**config.mk**
```make
export PLATFORM = sky130hd
export DESIGN_NAME = uart_tx
export DESIGN_NICKNAME = d
export VERILOG_FILES = /design/src/rtl/uart_tx.sv
export SDC_FILE = /design/constraint.sdc
export NUM_CORES = 1
export LEC_CHECK = 0
export CAP_MARGIN = 20
export CORE_UTILIZATION = 58
export DETAILED_ROUTE_END_ITERATION = 12
export PLACE_DENSITY_LB_ADDON = 0.25
export SYNTH_ARGS = -nofsm -noshare
export SYNTH_HDL_FRONTEND = slang
export SYNTH_SLANG_ARGS = --single-unit
```
**constraint.sdc**
```tcl
create_clock -name RST_clk -period 3.5 [get_ports RST_clk]
set_input_delay 0.7 -clock RST_clk [delete_from_list [all_inputs] [get_ports RST_clk]]
set_output_delay 0.7 -clock RST_clk [all_outputs]
set_load 0.02 [all_outputs]
```
**src/rtl/uart_tx.sv**
```systemverilog
// UART transmitter: 8N1 framing (8E1 when UART_TX_PARITY_EN is defined),
// LSB first, line idle high, one frame per accepted tx_start.
//
// Parameters:
//   CLK_FREQ  input clock frequency in Hz
//   BAUD      line bit rate; CLKS_PER_BIT = CLK_FREQ/BAUD must be >= 2
// Ports:
//   RST_clk       single clock, rising edge
//   RST           synchronous active-high reset
//   tx_start      send request, honoured only while idle
//   tx_data       byte to send, sampled when a request is accepted
//   uart_tx_data  registered serial line output, idle high
//   tx_busy       high while a frame is in progress
//   tx_done       one-cycle pulse in the first idle cycle after a frame
// Build option:
//   UART_TX_PARITY_EN  adds an even-parity bit after data bit 7

module uart_tx #(
    parameter int CLK_FREQ = 50_000_000,
    parameter int BAUD     = 115_200
) (
    input  logic       RST_clk,
    input  logic       RST,
    input  logic       tx_start,
    input  logic [7:0] tx_data,
    output logic       uart_tx_data,
    output logic       tx_busy,
    output logic       tx_done
);

    localparam int CLKS_PER_BIT = CLK_FREQ / BAUD;
    localparam int CW = (CLKS_PER_BIT > 2) ? $clog2(CLKS_PER_BIT) : 1;
    localparam logic [CW-1:0] CNT_MAX = CW'(CLKS_PER_BIT - 1);

`ifdef UART_TX_PARITY_EN
    typedef enum logic [2:0] {
        IDLE   = 3'd0,
        START  = 3'd1,
        DATA   = 3'd2,
        PARITY = 3'd3,
        STOP   = 3'd4
    } state_t;
`else
    typedef enum logic [2:0] {
        IDLE  = 3'd0,
        START = 3'd1,
        DATA  = 3'd2,
        STOP  = 3'd4
    } state_t;
`endif

    state_t        state;
    logic [CW-1:0] baud_cnt;
    logic [2:0]    bit_idx;
    logic [7:0]    shreg;
    logic          bit_end;

    // Last cycle of the current bit period.
    assign bit_end = (baud_cnt == CNT_MAX);

    // The line level for the next bit is registered on the same edge that
    // changes state, so every level lasts exactly CLKS_PER_BIT cycles.
    always_ff @(posedge RST_clk) begin
        if (RST) begin
            state        <= IDLE;
            baud_cnt     <= '0;
            bit_idx      <= '0;
            shreg        <= '0;
            uart_tx_data <= 1'b1;
            tx_busy      <= 1'b0;
            tx_done      <= 1'b0;
        end else begin
            tx_done <= 1'b0;
            unique case (state)
                IDLE: begin
                    baud_cnt <= '0;
                    if (tx_start) begin
                        shreg        <= tx_data;
                        state        <= START;
                        tx_busy      <= 1'b1;
                        uart_tx_data <= 1'b0;
                    end
                end
                START: begin
                    if (bit_end) begin
                        baud_cnt     <= '0;
                        bit_idx      <= '0;
                        state        <= DATA;
                        uart_tx_data <= shreg[0];
                    end else begin
                        baud_cnt <= baud_cnt + 1'b1;
                    end
                end
                DATA: begin
                    if (bit_end) begin
                        baud_cnt <= '0;
                        if (bit_idx == 3'd7) begin
`ifdef UART_TX_PARITY_EN
                            state        <= PARITY;
                            uart_tx_data <= ^shreg;
`else
                            state        <= STOP;
                            uart_tx_data <= 1'b1;
`endif
                        end else begin
                            bit_idx      <= bit_idx + 3'd1;
                            uart_tx_data <= shreg[bit_idx + 3'd1];
                        end
                    end else begin
                        baud_cnt <= baud_cnt + 1'b1;
                    end
                end
`ifdef UART_TX_PARITY_EN
                PARITY: begin
                    if (bit_end) begin
                        baud_cnt     <= '0;
                        state        <= STOP;
                        uart_tx_data <= 1'b1;
                    end else begin
                        baud_cnt <= baud_cnt + 1'b1;
                    end
                end
`endif
                STOP: begin
                    if (bit_end) begin
                        baud_cnt     <= '0;
                        state        <= IDLE;
                        uart_tx_data <= 1'b1;
                        tx_busy      <= 1'b0;
                        tx_done      <= 1'b1;
                    end else begin
                        baud_cnt <= baud_cnt + 1'b1;
                    end
                end
                default: begin
                    baud_cnt     <= '0;
                    state        <= IDLE;
                    uart_tx_data <= 1'b1;
                    tx_busy      <= 1'b0;
                end
            endcase
        end
    end

endmodule

```
Word level (Yosys, flattened, before mapping)
Index checks and enable logic that the tools add are counted.
{"block": "totals", "ff_bits": 26, "input_bits": 11, "out_inout_bits": 3, "elab_cells": 56}
{"block": "op_classes", "n_addsub": 2, "order_cmp": 1, "n_eq_ne": 11, "mux": 21, "bitwise_logic": 3, "n_reduce_logical": 11}
{"operator": "two-way mux 3 bit", "count": 7}
{"operator": "!= test 2 bit, second input constant", "count": 6}
{"operator": "case mux 3 bit (4 select lines)", "count": 1}
{"operator": "adder 9 x 1 -> 9 bit, second input constant", "count": 1}
{"operator": "equality test 9 bit, second input constant", "count": 1}
{"operator": "two-way mux 1 bit", "count": 9}
{"operator": "AND reduction 4 bit", "count": 2}
{"operator": "equality test 3 bit, second input constant", "count": 2}
{"operator": "case mux 3 bit (2 select lines)", "count": 1}
{"operator": "OR reduction 3 bit", "count": 2}
{"operator": "AND reduction 5 bit", "count": 1}
{"operator": "< comparator 3 x 4 -> 1 bit, second input constant", "count": 1}
{"operator": "case mux 1 bit (4 select lines)", "count": 1}
{"operator": "OR reduction 2 bit", "count": 2}
{"operator": "adder 3 x 1 -> 3 bit, second input constant", "count": 1}
{"operator": "binary-select mux 1 bit (select 3 bit)", "count": 1}
{"operator": "equality test 3 x 1 -> 1 bit, second input constant", "count": 1}
{"operator": "equality test 3 x 2 -> 1 bit, second input constant", "count": 1}
{"operator": "zero test 3 bit", "count": 1}
{"operator": "NOT 1 bit", "count": 3}
{"operator": "case mux 1 bit (3 select lines)", "count": 1}
{"operator": "AND reduction 3 bit", "count": 1}
{"operator": "AND reduction 2 bit", "count": 1}
{"operator": "nonzero test 2 bit", "count": 1}

Longest topological paths before layout
{"block": "logic_depth", "depth_word": 6, "mapped_depth": 6, "ltp_nobuf": 6}

Worst setup path before layout
Ideal clock, no wire load.
{"block": "synth_timing", "path_kind": "register to register", "from": "reg bit_idx[0]", "to": "reg uart_tx_data", "setup_time_ps": 122, "arrival_ps": 1660, "required_time_ps": 3378, "setup_slack_ps": 1718, "path_stages_with_launch": 6, "n_path_buf": 0, "synth_period_minus_slack_ps": 1782, "cell_sequence": "dfxtp_1 -> ha_1 -> mux4_1 -> mux2_2 -> a31oi_1 -> mux2i_1"}
{"block": "synth_via", "elab_chain_cells": 6, "elab_cells_between_ends": 7, "classes_between": "1 x add/sub; 1 x eq/ne; 5 x mux"}
{"item": "start: declaration", "line": "54", "text": "logic [2:0] bit_idx;"}
{"item": "start signal: assignment", "line": "106", "text": "bit_idx <= bit_idx + 3'd1;"}
{"item": "adder 3 x 1 -> 3 bit", "line": "107", "text": "uart_tx_data <= shreg[bit_idx + 3'd1];"}
{"item": "binary-select mux 1 bit (select 3 bit)", "line": "107"}
{"item": "two-way mux 1 bit (implied by the code)", "line": "107"}
{"item": "two-way mux 1 bit (*)", "line": "97", "text": "if (bit_idx == 3'd7) begin"}
{"item": "two-way mux 1 bit (*)", "line": "95", "text": "if (bit_end) begin"}
{"item": "case mux 1 bit (4 select lines) (*)", "line": "74", "text": "unique case (state)"}
{"item": "end signal: assignment", "line": "89", "text": "uart_tx_data <= shreg[0];"}
{"item": "end signal: assignment", "line": "107"}
{"item": "end: declaration", "line": "26", "text": "output logic uart_tx_data,"}
Mark *: on every way between the ends. The rest lies on a longest branch, timed or not. The select of a mux whose other input is x is not followed.
A chain may end at the register's enable or synchronous reset.

Worst setup path after layout
{"block": "layout_timing", "from": "reg uart_tx_data", "to": "out uart_tx_data"}
No word-level cell between the ends.

==> results.json <==
{
  "cts_max_level": 1,
  "grt_pass1_vias": 822,
  "crit_path_cell_trace": "clkdlybuf4s50_1",
  "cp-start-kind": "flop",
  "routed_wirelength_um": 2104,
  "ff_latch_area_sq_um": 520.5,
  "syn_area_sq_um": 1204,
  "swShare_pct": 22.75,
  "path_delay_family": "buffers and inverters",
  "antenna_found_initial": 0,
  "clock_sinks": 26,
  "die_h_um": 47.56,
  "finClkSkew_ns": 0.001827,
  "synth_ff_type": "dfxtp_1",
  "p_per_area_nw_per_um2": 374.9,
  "slew_headroom_pct": 59.89,
  "drtPass1Iterations": 4,
  "max_stage_delay_ns": 0.61,
  "avgSynthCellArea_sq_um": 8.722,
  "synth_edf_count": 0,
  "design.core.area_sq_um": 1962,
  "grt.total_usage_pct": 21.59,
  "synth_fp_nets": 153,
  "yosysSeqAreaShare_pct": 43.24,
  "gp_congestion": 0.8040,
  "io_buffers": 13,
  "min_period_over_period_pct": 56.52,
  "cts_setup_buffers": 0,
  "final_cell_area_sq_um": 1371,
  "nets": 165,
  "drv_slew": 0,
  "fmax_mhz": 505.5,
  "synth_cell_types": 37,
  "num_vias": 994,
  "end_kind": "primary output",
  "avgRoutedWirePerCell_um": 11.95,
  "yosysWarnings": 0,
  "place_area_sq_um": 1335,
  "clockBufferDepth": 2,
  "internal_power_mw": 0.3971,
  "ff2ff_setup_slack_ns": 1.55,
  "postSynthCellCount": 138,
  "tns_ns": 0,
  "outcome": "finished clean",
  "clk_latency_ns": 0.31,
  "vdd_drop_max_mv": 0.3544,
  "crit_arrival_ns": 1.28,
  "overflow": 0,
  "antenna-diode-count": 0,
  "worst_hold_path_type": "flop to flop",
  "cts_tree": "yes",
  "finalPower_mw": 0.5140,
  "hold_buffers": 0,
  "hpwl_um": 1601,
  "drive_gt1_share_pct": 4.698,
  "ios": 14,
  "worstMarginPinSlew_ns": 0.5997,
  "rsz0062_at_grt": "false",
  "drtAntennaViolNets": 0,
  "grt_pass1_wl_um": 3456,
  "layout_common_cells": "dfxtp_1, nor2_1, nand2_1",
  "viasPerCell": 5.648,
  "hold_viol": 0,
  "multiInputGateArea_sq_um": 635.6,
  "cts_resized": 0,
  "worstSetupPathType": "flop to primary output",
  "combPwrFrac_pct": 10.3,
  "crit_slowest_cell": "clkdlybuf4s50_1",
  "root_buffer": "clkbuf_4",
  "clk_transition_reported_paths_ns": 0.13,
  "switchingPower_mw": 0.1169,
  "die_x_um": 47.56,
  "initial_core_util_pct": 61.35,
  "cap_violations": 0,
  "setup_viol": 0,
  "fillers": 185,
  "cts_buffers": 3,
  "async_reset_ff_share_pct": 0,
  "utilization_pct": 69.90,
  "worst-path-buf-inv": 1,
  "die_area_sq_um": 2261,
  "drc_errors": 0,
  "seqPwrFrac_pct": 61.1,
  "layout_min_cycle_time_ns": 1.978,
  "dr.first_iter.drc_count": 28,
  "cp_max_fo": 2,
  "rows": 16,
  "required_ns": 2.80,
  "areaGrowthSynthToFinish_pct": 13.93,
  "leakage_nw": 0.4825,
  "synth-seq-cells": 26,
  "p_clk_share_pct": 28.5,
  "final_common_cell": "dfxtp_1",
  "grt_max_degree": 19
}
[final cells by class]
cell class              count  area share [%]
flip-flops and latches     26           37.96
multi-input cells         102           46.35
clock buffers               4           2.646
well taps                  27           2.463
repair buffers             13           9.489
inverters                   4           1.095
[stage by stage]
stage	hold slack, ns	cells	setup WS, ns
2_1_floorplan	0.4315	138	1.718
3_3_place_gp	0.4409	172	1.376
3_5_place_dp	0.4452	172	1.335
4_1_cts	0.4636	176	1.506
5_1_grt	0.4787	176	1.462
6_report	0.4596	176	1.522
[metal layers]
| metal | wire length (um) | up-vias | track usage (%) |
|---|---|---|---|
| met1 | 972 | 471 | 29.95 |
| li1 | - | 499 | - |
| met5 | 0 | - | 0 |
| met2 | 1058 | 24 | 34.79 |
| met3 | 74 | 0 | 4.528 |
| met4 | 0 | 0 | 5.000 |
[final timing paths]
check | from | to | cells after the start
worst min-delay path | shreg[3]$_SDFFE_PP0P_ | shreg[3]$_SDFFE_PP0P_ | 2
worst max register to register | bit_idx[0]$_SDFFE_PP0P_ | uart_tx_data$_SDFFE_PP1P_ | 5
worst max-delay path | uart_tx_data$_SDFFE_PP1P_ | uart_tx_data | 1
worst min register to register | shreg[3]$_SDFFE_PP0P_ | shreg[3]$_SDFFE_PP0P_ | 2
[sequential cells by signal, summed over array words and instances (netlist names)]
register and count:
state 3, tx_busy 1, tx_done 1, bit_idx 3, baud_cnt 9, uart_tx_data 1
shreg 8
[cells in the mapped netlist (all sizes together), types with 2 or more instances]
library cell / n / share of area [%]
mux2i: 2 / 1.7
a21oi: 14 / 5.8
nor4b: 2 / 2.0
nand2: 20 / 6.2
nor2: 20 / 6.2
inv: 4 / 1.2
nand3: 4 / 1.7
buf: 4 / 2.1
dfxtp: 26 / 43
a22oi: 2 / 1.2
ha: 4 / 4.2
clkbuf: 2 / 0.62
nor3: 3 / 1.2
o21ai: 2 / 0.83
and2: 2 / 1.0
nand3b: 2 / 1.2
mux4: 2 / 4.4
xnor2: 7 / 5.1
[power by group through the flow]
stage	Combinational (mW)	Clock, mW	Sequential (mW)
after global placement	0.0514	0	0.320
after global routing	0.0589	0.168	0.316
after detailed placement	0.0530	0	0.321
final	0.0530	0.147	0.314
after floorplan	0.0319	0	0.321
after CTS	0.0532	0.152	0.314
[cells by family after synthesis]
group	Yosys count	synth area share (%)
AND/OR/NAND/NOR	62	24.85
AO/OA/AOI/OAI	23	11.02
XOR/XNOR	8	5.821
buffers and inverters	10	3.950
multiplexers	5	6.965
flip-flops	26	43.24
adder cells (fa/ha/maj)	4	4.158
[tightest hold or removal path, delay by kind of cell (launching register included)]
kind               cells  cell delay, ns
AOI/OAI and AO/OA      1            0.05
DFF                    1            0.33
and+or+nand+nor        1            0.05
(Power assumes the default switching activity.)
